<file path="config.mk">
export PLATFORM = sky130hd
export DESIGN_NAME = bsram_dump
export DESIGN_NICKNAME = d
export VERILOG_FILES = /design/src/rtl/bsram_dump.sv
export SDC_FILE = /design/constraint.sdc
export NUM_CORES = 1
export LEC_CHECK = 0
export ABC_AREA = 1
export BUFFER_PORTS_ARGS = -buffer_cell sky130_fd_sc_hd__buf_2
export CAP_MARGIN = 5
export CORE_ASPECT_RATIO = 1.4
export CORE_MARGIN = 2
export CORE_UTILIZATION = 50
export DETAILED_ROUTE_END_ITERATION = 7
export PLACE_DENSITY = 0.72
export SYNTH_ARGS = -nofsm -noshare
export SYNTH_HDL_FRONTEND = slang
export SYNTH_SLANG_ARGS = --single-unit
</file>
<file path="constraint.sdc">
create_clock -name clk_mem -period 1.8 [get_ports clk_mem]
set_clock_uncertainty 0.15 [all_clocks]
set_input_delay 0.27 -clock clk_mem [delete_from_list [all_inputs] [get_ports clk_mem]]
set_output_delay 0.27 -clock clk_mem [all_outputs]
set_load 0.1 [all_outputs]
</file>
<file path="src/rtl/bsram_dump.sv">
// bsram_dump: reads WORD_COUNT 16-bit BSRAM words from base_addr and streams them
// MSB byte first over an 8N1 UART. Optional macro DUMP_CHECKSUM_EN appends an
// XOR checksum byte of all data bytes before the done pulse.
module bsram_dump #(
    parameter int CLKS_PER_BIT = 234,
    parameter int WORD_COUNT   = 16,
    parameter int READ_LATENCY = 1
) (
    input  logic        clk_mem,
    input  logic        rst_n,
    input  logic        start,
    input  logic [10:0] base_addr,
    output logic [10:0] mem_addr,
    output logic        mem_ce,
    output logic        mem_wre,
    input  logic [15:0] mem_dout,
    output logic        dump_active,
    output logic        uart_tx,
    output logic        done
);
    localparam int CW = $clog2(CLKS_PER_BIT + 1);

`ifdef DUMP_CHECKSUM_EN
    typedef enum logic [2:0] {IDLE, RD_ADDR, RD_WAIT, TX_HI, TX_LO, CSUM, FINISH} state_t;
`else
    typedef enum logic [2:0] {IDLE, RD_ADDR, RD_WAIT, TX_HI, TX_LO, FINISH} state_t;
`endif

    state_t          state;
    logic [10:0]     base;
    logic [10:0]     idx;
    logic [7:0]      lo_byte;
    logic [8:0]      sh;
    logic [3:0]      bit_cnt;
    logic [CW-1:0]   clk_cnt;
    logic [1:0]      lat;
    logic            tx_busy;
    logic            bit_end;
    logic            byte_end;

`ifdef DUMP_CHECKSUM_EN
    logic [7:0] csum;
    assign tx_busy = state == TX_HI || state == TX_LO || state == CSUM;
`else
    assign tx_busy = state == TX_HI || state == TX_LO;
`endif

    assign mem_wre  = 1'b0;
    assign bit_end  = clk_cnt == CW'(CLKS_PER_BIT - 1);
    assign byte_end = bit_end && bit_cnt == 4'd9;

    // Sequencer: read a word, shift its two bytes out back-to-back, repeat; the
    // next start bit is loaded on the same edge the previous stop bit ends.
    always_ff @(posedge clk_mem or negedge rst_n) begin
        if (!rst_n) begin
            state       <= IDLE;
            base        <= '0;
            idx         <= '0;
            lo_byte     <= '0;
            sh          <= '1;
            bit_cnt     <= '0;
            clk_cnt     <= '0;
            lat         <= '0;
            mem_addr    <= '0;
            mem_ce      <= 1'b0;
            dump_active <= 1'b0;
            uart_tx     <= 1'b1;
            done        <= 1'b0;
`ifdef DUMP_CHECKSUM_EN
            csum        <= '0;
`endif
        end else begin
            done <= 1'b0;
            if (tx_busy) begin
                if (bit_end) begin
                    clk_cnt <= '0;
                    bit_cnt <= byte_end ? 4'd0 : bit_cnt + 4'd1;
                    if (!byte_end) begin
                        uart_tx <= sh[0];
                        sh      <= {1'b1, sh[8:1]};
                    end
                end else begin
                    clk_cnt <= clk_cnt + CW'(1);
                end
            end
            case (state)
                IDLE: if (start) begin
                    base        <= base_addr;
                    idx         <= '0;
                    mem_addr    <= base_addr;
                    mem_ce      <= 1'b1;
                    lat         <= '0;
                    dump_active <= 1'b1;
`ifdef DUMP_CHECKSUM_EN
                    csum        <= '0;
`endif
                    state       <= RD_ADDR;
                end
                RD_ADDR: state <= RD_WAIT;
                RD_WAIT: if (lat == 2'(READ_LATENCY - 1)) begin
                    lo_byte <= mem_dout[7:0];
                    mem_ce  <= 1'b0;
                    uart_tx <= 1'b0;
                    sh      <= {1'b1, mem_dout[15:8]};
`ifdef DUMP_CHECKSUM_EN
                    csum    <= csum ^ mem_dout[15:8];
`endif
                    state   <= TX_HI;
                end else begin
                    lat <= lat + 2'd1;
                end
                TX_HI: if (byte_end) begin
                    uart_tx <= 1'b0;
                    sh      <= {1'b1, lo_byte};
`ifdef DUMP_CHECKSUM_EN
                    csum    <= csum ^ lo_byte;
`endif
                    state   <= TX_LO;
                end
                TX_LO: if (byte_end) begin
                    if (idx == 11'(WORD_COUNT - 1)) begin
`ifdef DUMP_CHECKSUM_EN
                        uart_tx     <= 1'b0;
                        sh          <= {1'b1, csum};
                        state       <= CSUM;
`else
                        done        <= 1'b1;
                        dump_active <= 1'b0;
                        state       <= FINISH;
`endif
                    end else begin
                        idx      <= idx + 11'd1;
                        mem_addr <= base + idx + 11'd1;
                        mem_ce   <= 1'b1;
                        lat      <= '0;
                        state    <= RD_ADDR;
                    end
                end
`ifdef DUMP_CHECKSUM_EN
                CSUM: if (byte_end) begin
                    done        <= 1'b1;
                    dump_active <= 1'b0;
                    state       <= FINISH;
                end
`endif
                FINISH: state <= IDLE;
                default: state <= IDLE;
            endcase
        end
    end
endmodule

</file>
==> results.toml, run 1 <==
[sta]
worst_slack_ns = -0.0931
finalCriticalPeriod_ns = 1.89
fmax_mhz = 528
rsz0062_at_grt = "true"
setup_viol = 23
period_share_pct = 105
hold_viol = 0
final-max-slew-violation-count = 0

[drt]
num_vias = 4254
initialDrtViolationCount = 260
routed_wl_um = 12800
drc = 0
firstDrtPassIters = 6
wl_per_cell_um = 16.1
ant_nets = 0
vias_per_cell = 5.36

[worst_hold_path]
hold_end = "sh[7]$_DFF_PN1_"
hold_path_depth = 3
hold_path.class = "in -> reg"
min-delay-start = "mem_dout[15]"

[critical_path]
critical_path_buf_inv_count = 2
crit_path_start_kind = "flop"
path_max_fanout = 4
cp_top_family = "simple AND/OR/NAND/NOR gates"
worst-r2r-setup-slack_ns = -0.09
crit_arrival_ns = 1.98
worst_path_max_delay_cell = "fa_2"
critPathKind = "reg -> reg"
r2r-end = "mem_addr[8]$_DFFE_PN0P_"
crit_required_ns = 1.89
max_stage_delay_ns = 0.39
worst-path-stages = 12
cp_common_cell = "nand3_2"
reg2reg_from = "base[0]$_DFFE_PN0P_"
endpoint_kind = "flop"
crit_chain = "inv_1, ha_2, inv_2, fa_2, nand2_2, nand3_2, nand3_2, nand2_1, nand2_1, nand3_2, nand3_2, nand2_1"
reg2regPathDepth = 12

[yosys]
synth_top_family_by_area = "simple AND/OR/NAND/NOR gates"
synth_edf_count = 0
synth_ff_type = "dfrtp_1"
yosys.area.top_type = "dfrtp_1"
async_flop_share_pct = 100
synth_top_area_share_pct = 35.5
synth_nets = 610
synthSimpleGateAreaFrac_pct = 31.7
ys_warn_count = 0
synth.distinct_cells = 39
ys_seq_area_share_pct = 41.7
synth_xor_area_share_pct = 2.24
synthCells = 563
syn_avg_cell_area_um2 = 7.63
synth_commonest_cells = "191 x nand2_1, 72 x inv_1, 61 x dfrtp_1, 39 x nor2_1, 37 x nand3_1"
syn_area_um2 = 4300
synth_area_leaders = "dfrtp_1 36%, nand2_1 17%, inv_1 6.3%, dfstp_2 6.1%, ha_1 4.7%"
synth_most_common_cell = "nand2_1"
synth_compound_area_share_pct = 8.88
ys_seq_elements = 71
synthMuxAreaShare_pct = 1.02
synthAdderAreaFrac_pct = 5.13

[grt]
grt_pass1_wl_um = 19500
grt_usage_pct = 27.4
grt_max_degree = 72
overflow = 0
antenna_found_initial = 0
grt_pass1_vias = 4218

[placed_design]
gp_congestion = 0.897
dpl.hpwl_um = 8050
portBuffers = 44
place_ws_ns = -0.0895

[die]
initial_utilization_pct = 50.8
die_width_um = 82.3
core_area_um2 = 8460
row_count = 40
die_area_um2 = 9360
die_y_um = 114
io_pins = 46

[final_layout]
postLayoutCoreUtil_pct = 70.9
nFillCells = 626
syn_to_final_growth_pct = 39.5
drive_gt1_share_pct = 35.0
diodes = 0
nNetsFinal = 730

[cts]
clock_sinks = 71
cts-htree-levels = 3
cts_buffers = 9
clkLatencyLatePin_ns = 0.35
cts-root-buf = "clkbuf_16"
clk_pin_slew_ns = 0.06
clockBufferDepth = 2
cts_tree = "done"

[power_and_ir_drop]
power_density_nw_per_um2 = 1660
p_leak_nw = 3.10
vdd_drop_max_uv = 1090

[run]
cap_violations = 0

[status]
status = "finished with violations"
violations = "negative setup slack"
==> per-stage QoR <==
step / cells / setup TNS (ns) / total power [mW] / hold WS (ns) / instance area (µm²)
after floorplan: 563 / -0.0310 / 5.72 / -0.176 / 4300
after global placement: 750 / -0.618 / 6.80 / 0.174 / 4980
after detailed placement: 750 / -1.75 / 6.90 / 0.181 / 4980
after CTS: 786 / -0.160 / 9.29 / 0.00127 / 5680
after global routing: 793 / -3.51 / 10.5 / 0.0136 / 5990
final: 793 / -0.773 / 9.95 / 0.00242 / 5990
==> registers in the layout, indices dropped and copies added (netlist names) <==
signal	count
base	11
bit_cnt	4
done	1
uart_tx	1
lo_byte	8
sh	9
lat	2
mem_ce	1
clk_cnt	8
idx	11
mem_addr	11
dump_active	1
state	3
==> placed cells by master, fill, tap and decap left out, drive strengths merged, types with 10 or more instances in the layout <==
master  count
xor2       10
inv        78
nor3       12
buf       113
o21ai      34
nand3      42
dfstp      10
a21oi      13
nor2       46
dfrtp      61
clkbuf     10
nand2     200
ha         16
==> worst max path at each step <==
stage	from	end	slack, ns
3_3_place_gp	idx[0]$_DFFE_PN0P_	mem_addr[4]$_DFFE_PN0P_	-0.05
6_report	base[0]$_DFFE_PN0P_	mem_addr[8]$_DFFE_PN0P_	-0.09
3_5_place_dp	idx[0]$_DFFE_PN0P_	idx[8]$_DFFE_PN0P_	-0.09
4_1_cts	idx[0]$_DFFE_PN0P_	mem_addr[2]$_DFFE_PN0P_	-0.05
5_1_grt	bit_cnt[1]$_DFFE_PN0P_	mem_addr[9]$_DFFE_PN0P_	-0.22
2_1_floorplan	idx[0]$_DFFE_PN0P_	mem_addr[8]$_DFFE_PN0P_	-0.02
==> layer usage <==
metal  up-vias  share of wire (%)  track usage, %
met5         -                  0               0
met4         0                3.6            13.1
met3        42                3.8            5.06
met2       141                 55            50.3
met1      2049                 38            29.2
li1       2022                  -               -
==> what timing repair did <==
item | in CTS | in global routing
setup endpoints to repair | 34 | 41
endpoints found under the hold margin | 68 | 0
hold buffers | 8 | 0
gates resized for setup | 39 | 64
cloned | 2 | 1
pin swaps | 14 | 29
buffers inserted | 10 | 6
==> power breakdown <==
group          internal, mW  switching (mW)  total (mW)
Combinational          1.78            3.35        5.13
Clock                  1.40           0.757        2.16
Sequential             2.24           0.422        2.66
Total                  5.42            4.53        9.95
==> layout make-up <==
class	count	area [µm²]	share of cell area, %
Clock inverter	6	116	1.94
Sequential cell	71	1790	29.9
Timing Repair Buffer	121	923	15.4
Clock buffer	10	239	3.99
Tap cell	105	131	2.19
Multi-Input combinational cell	403	2490	41.6
Inverter	77	299	4.99
==> kinds of logic after synthesis <==
group,count (synthesis)
simple gates,307
buf+inv,90
flops,71
compound gates,62
fa+ha+maj,17
xor+xnor,11
mux,4
other cells,1
==> worst reg2reg max path, cell delays in order (launching register included) <==
cell,delay [ns]
dfrtp_1,0.36
inv_1,0.08
ha_2,0.18
inv_2,0.05
fa_2,0.39
nand2_2,0.10
nand3_2,0.09
nand3_2,0.09
nand2_1,0.05
nand2_1,0.08
nand3_2,0.07
nand3_2,0.06
nand2_1,0.05
Power figures use the tool's default switching activity.
==> inputs of run 2 (changes only) <==
--- a/config.mk
+++ b/config.mk
@@ -13,6 +13,7 @@
 export CORE_UTILIZATION = 50
 export DETAILED_ROUTE_END_ITERATION = 7
 export PLACE_DENSITY = 0.72
+export SETUP_SLACK_MARGIN = 0.02
 export SYNTH_ARGS = -nofsm -noshare
 export SYNTH_HDL_FRONTEND = slang
 export SYNTH_SLANG_ARGS = --single-unit
==> run 2 against run 1 <==
Compared with the run above: the flow still finishes with violations (negative setup slack); worst hold slack better by 0.0049 ns; global-route usage up 0.12 points; die area unchanged; sequential cell count unchanged; core utilization up 0.95 points; first-iteration DRC count up 12%.
==> results.toml, run 2 (synthesis results as in run 1) <==
[status]
status = "finished with violations"
violations = "negative setup slack"

[critical_path]
path_max_fanout = 6
critPathKind = "reg -> reg"
r2r-end = "sh[5]$_DFF_PN1_"
reg2regPathDepth = 12
crit_path_start_kind = "flop"
endpoint_kind = "flop"
crit_required_ns = 1.93
worst-r2r-setup-slack_ns = -0.16
crit_arrival_ns = 2.09
reg2reg_from = "clk_cnt[1]$_DFFE_PN0N_"

[power_and_ir_drop]
total_power_mw = 10.1
vdd_drop_max_uv = 1100
power_density_nw_per_um2 = 1660
p_leak_nw = 3.16

[sta]
fmax_mhz = 509
setup_viol = 36
setup_tns_ns = -2.60
holdWs_ns = 0.00733
period_share_pct = 109
worst_slack_ns = -0.164
rsz0062_at_grt = "true"
hold_viol = 0
final-max-slew-violation-count = 0
finalCriticalPeriod_ns = 1.96

[drt]
ant_nets = 0
drc = 0
routed_wl_um = 13300
initialDrtViolationCount = 292
num_vias = 4346
firstDrtPassIters = 5
vias_per_cell = 5.43
wl_per_cell_um = 16.6

[grt]
grt_usage_pct = 27.6
overflow = 0
grt_pass1_wl_um = 19700
grt_pass1_vias = 4277
grt_use_met3_pct = 4.67
antenna_found_initial = 1
use_met2_pct = 50.3
grtUsageMet1_pct = 28.9
grt_max_degree = 72
busiest_layer = "met2"

[final_layout]
fin_area_um2 = 6070
nFillCells = 604
layout_common_cells = "170 x nand2_1, 68 x inv_1, 63 x buf_4"
final_common_cell = "nand2_1"
nNetsFinal = 737
drive_gt1_share_pct = 35.8
top_regs = "base (11), idx (11), mem_addr (11)"
stdcell_count = 801
syn_to_final_growth_pct = 41.4

[die]
core_area_um2 = 8460
die_area_um2 = 9360
io_pins = 46
die_width_um = 82.3
die_y_um = 114
initial_utilization_pct = 50.8
row_count = 40

[worst_hold_path]
min-delay-start = "mem_dout[1]"
hold_path_depth = 3
hold_end = "lo_byte[1]$_DFFE_PN0P_"
hold_path.class = "in -> reg"

[cts]
clkLatencyLatePin_ns = 0.35
clk_pin_slew_ns = 0.06
clockBufferDepth = 2
cts-htree-levels = 3
clock_sinks = 71
cts_tree = "done"
cts_buffers = 9
cts-root-buf = "clkbuf_16"

[placed_design]
placed_cell_area_um2 = 4980
dpl.hpwl_um = 8050
dp_cells = 750
portBuffers = 44
gp_congestion = 0.897

[run]
cap_violations = 0
run 2: cell count changes in the layout (fill, tap and decap cells not counted), moves of 3 or more:
| cell | change |
|---|---|
| nand2_1 | -3 |
| ha_1 | +3 |
| buf_4 | +5 |
| nand3_2 | -3 |
run 2: cell type report:
| cell class | instances | area, µm² | share of cell area (%) |
|---|---|---|---|
| well taps | 105 | 131 | 2.16 |
| diodes | 1 | 2.50 | 0.0412 |
| multi-input cells | 404 | 2530 | 41.7 |
| clock buffers | 10 | 239 | 3.93 |
| inverters | 77 | 299 | 4.92 |
| flip-flops and latches | 71 | 1790 | 29.5 |
| clock inverters | 6 | 116 | 1.92 |
| repair buffers | 127 | 965 | 15.9 |
run 2: critical path: stages (launching register included):
cell and delay (ns):
dfrtp_1 0.39, inv_2 0.09, ha_4 0.12, nand2_2 0.06, nor2_4 0.14, nand3_4 0.13
buf_6 0.14, buf_6 0.12, nor2_4 0.19, buf_12 0.17, nor2_4 0.06, o211ai_2 0.06
nand2_1 0.06
run 2: stage by stage:
stage / util, % / setup WS (ns)
final: 71.8 / -0.164
after global routing: 71.8 / -0.253
after CTS: 67.5 / -0.0500
after detailed placement: 58.8 / -0.0895
after global placement: 58.8 / -0.0509
after floorplan: - / -0.0172
run 2: what timing repair did:
item	CTS	global route
setup endpoints to repair	36	42
setup buffers	12	12
pin swaps	20	32
gates resized for setup	42	72
hold buffers	8	0
endpoints found under the hold margin	68	0
cloned	2	2
run 2: worst max path at each step:
stage | startpoint | depth (start not counted) | endpoint | slack, ns
5_1_grt | bit_cnt[1]$_DFFE_PN0P_ | 12 | sh[5]$_DFF_PN1_ | -0.25
2_1_floorplan | idx[0]$_DFFE_PN0P_ | 12 | mem_addr[8]$_DFFE_PN0P_ | -0.02
6_report | clk_cnt[1]$_DFFE_PN0N_ | 12 | sh[5]$_DFF_PN1_ | -0.16
3_3_place_gp | idx[0]$_DFFE_PN0P_ | 11 | mem_addr[4]$_DFFE_PN0P_ | -0.05
4_1_cts | idx[0]$_DFFE_PN0P_ | 9 | mem_addr[2]$_DFFE_PN0P_ | -0.05
3_5_place_dp | idx[0]$_DFFE_PN0P_ | 11 | idx[8]$_DFFE_PN0P_ | -0.09
run 2: power by group:
part / internal [mW] / total, mW / switching [mW]
combinational: 1.84 / 5.29 / 3.44
sequential: 2.24 / 2.66 / 0.424
clock: 1.40 / 2.15 / 0.750
total: 5.48 / 10.1 / 4.62
run 2: routing by layer:
metal | share of wire [%] | vias to the layer above
met2 | 55 | 152
met4 | 5.5 | 0
met1 | 36 | 2100
met3 | 3.8 | 59
met5 | 0 | -
li1 | - | 2035
==> inputs of run 3 (changes only) <==
--- a/config.mk
+++ b/config.mk
@@ -12,7 +12,7 @@
 export CORE_MARGIN = 2
 export CORE_UTILIZATION = 50
 export DETAILED_ROUTE_END_ITERATION = 7
-export PLACE_DENSITY = 0.72
+export PLACE_DENSITY = 0.7
 export SETUP_SLACK_MARGIN = 0.02
 export SYNTH_ARGS = -nofsm -noshare
 export SYNTH_HDL_FRONTEND = slang
==> constraint.sdc (replaced) <==
create_clock -name clk_mem -period 1.88 [get_ports clk_mem]
set_clock_uncertainty 0.15 [all_clocks]
set_input_delay 0.282 -clock clk_mem [delete_from_list [all_inputs] [get_ports clk_mem]]
set_output_delay 0.282 -clock clk_mem [all_outputs]
set_load 0.1 [all_outputs]
==> run 3 against run 2 <==
Compared with the run above: the flow now finishes without violations; fmax grew 5.2%; power decreased by 19%; register-to-register slack better by 0.18 ns; sequential cell count did not move; critical path type unchanged; critical endpoint is now mem_addr[2]$_DFFE_PN0P_; largest cell class unchanged; largest power group unchanged.
==> results.toml, run 3 (synthesis results as in run 1) <==
[die]
die_width_um = 82.3
die_y_um = 114
io_pins = 46
die_area_um2 = 9360
initial_utilization_pct = 50.8
row_count = 40
core_area_um2 = 8460

[placed_design]
dp_cells = 725
portBuffers = 44
placed_cell_area_um2 = 4780
gp_congestion = 0.900
place_ws_ns = -0.0121
dpl.hpwl_um = 7550

[sta]
fmax_mhz = 536
finalCriticalPeriod_ns = 1.87
final-max-slew-violation-count = 0
rsz0062_at_grt = "true"
hold_viol = 0
worst_slack_ns = 0.0137
period_share_pct = 99.3
holdWs_ns = 0.0107
setup_tns_ns = 0
setup_viol = 0

[drt]
num_vias = 3881
firstDrtPassIters = 4
vias_per_cell = 5.13
initialDrtViolationCount = 143
routed_wl_um = 10600
drc = 0
ant_nets = 0
wl_per_cell_um = 14.1

[final_layout]
top_regs = "base (11), idx (11), mem_addr (11)"
postLayoutCoreUtil_pct = 63.4
fin_area_um2 = 5370
layout_common_cells = "184 x nand2_1, 69 x inv_1, 60 x dfrtp_1"
syn_to_final_growth_pct = 24.9
drive_gt1_share_pct = 26.4
diodes = 0
final_common_cell = "nand2_1"
seq_area_um2 = 1790
nNetsFinal = 693
multi_input_comb_area_um2 = 2270
stdcell_count = 756
nFillCells = 739

[critical_path]
cp_common_cell = "nand2_1"
crit_path_start_kind = "flop"
crit_arrival_ns = 1.95
critPathKind = "reg -> reg"
max_stage_delay_ns = 0.40
crit_chain = "inv_1, ha_2, inv_2, fa_2, or2_2, nand3_1, o21ai_1, nand2_1, nand2_1"
crit_required_ns = 1.96
path_max_fanout = 4
endpoint_kind = "flop"
worst_path_max_delay_cell = "dfrtp_1"

[grt]
grt_pass1_wl_um = 17300
grt_pass1_vias = 3787
overflow = 0
antenna_found_initial = 0
grt_max_degree = 72
grt_usage_pct = 24.3

[cts]
cts-htree-levels = 3
cts_buffers = 9
cts_tree = "done"
clock_sinks = 71
cts-root-buf = "clkbuf_16"
clockBufferDepth = 2
clk_pin_slew_ns = 0.06
clkLatencyLatePin_ns = 0.34

[power_and_ir_drop]
vdd_drop_max_uv = 1010
switching_power_mw = 3.87
combinationalPowerShare_pct = 49.7
power_density_nw_per_um2 = 1530
seq_power_share_pct = 30.7
p_sw_share_pct = 47.1
p_int_mw = 4.35
total_power_mw = 8.22
clkPwrFrac_pct = 19.6
p_leak_nw = 2.77

[run]
cap_violations = 0

[status]
status = "finished clean"

[worst_hold_path]
hold_path.class = "in -> reg"
run 3: changes by cell type in the layout (fill, tap and decap cells not counted), sizes merged:
| cell | change |
|---|---|
| bufinv | -3 |
| nand2 | -1 |
| dlygate4sd3 | -3 |
| clkinvlp | +3 |
| diode | -1 |
| nor2 | -1 |
| buf | -39 |
run 3: final cells by class:
cell class	count	area share, %
Tap cell	105	2.45
Sequential cell	71	33.4
Clock inverter	6	0.840
Timing Repair Buffer	85	11.0
Clock buffer	10	4.45
Inverter	77	5.57
Multi-Input combinational cell	402	42.3
run 3: metal layers:
| layer | track usage, % | up-vias | wire length, µm |
|---|---|---|---|
| met1 | 28.3 | 1832 | 4320 |
| met4 | 12.7 | 0 | 326 |
| met5 | 0 | - | 0 |
| li1 | - | 1961 | - |
| met3 | 3.88 | 25 | 248 |
| met2 | 42.0 | 63 | 5750 |
run 3: what timing repair did:
action | CTS | global route
gates resized for setup | 3 | 39
setup endpoints to repair | 15 | 39
pin swaps | 0 | 13
hold buffers | 5 | 0
buffers inserted | 1 | 9
hold endpoints to repair | 65 | 0
run 3: final timing paths:
path,from,to,slack [ns],depth (start not counted)
worst max-delay path,idx[0]$_DFFE_PN0P_,mem_addr[2]$_DFFE_PN0P_,0.01,9
worst min-delay path,mem_dout[2],lo_byte[2]$_DFFE_PN0P_,0.01,3
worst max register to register,idx[0]$_DFFE_PN0P_,mem_addr[2]$_DFFE_PN0P_,0.01,9
worst min register to register,uart_tx$_DFF_PN1_,uart_tx$_DFF_PN1_,0.32,2
max in group asynchronous,rst_n,sh[1]$_DFF_PN1_,0.88,3
min in group asynchronous,rst_n,clk_cnt[3]$_DFFE_PN0N_,0.33,3
run 3: worst max-delay path, delay by kind of cell, from the launching register on:
kind	cells	cell delay (ns)
AOI/OAI and AO/OA	1	0.06
adders and majority gates	2	0.55
buffers and inverters	2	0.11
DFF	1	0.40
and+or+nand+nor	4	0.49
run 3: power by group through the flow:
stage	clock network (mW)	logic [mW]	registers [mW]
after global placement	0	3.71	2.50
after detailed placement	0	3.79	2.51
after floorplan	0	2.08	3.40
after CTS	1.65	3.84	2.49
final	1.61	4.09	2.53
after global routing	1.73	4.48	2.58
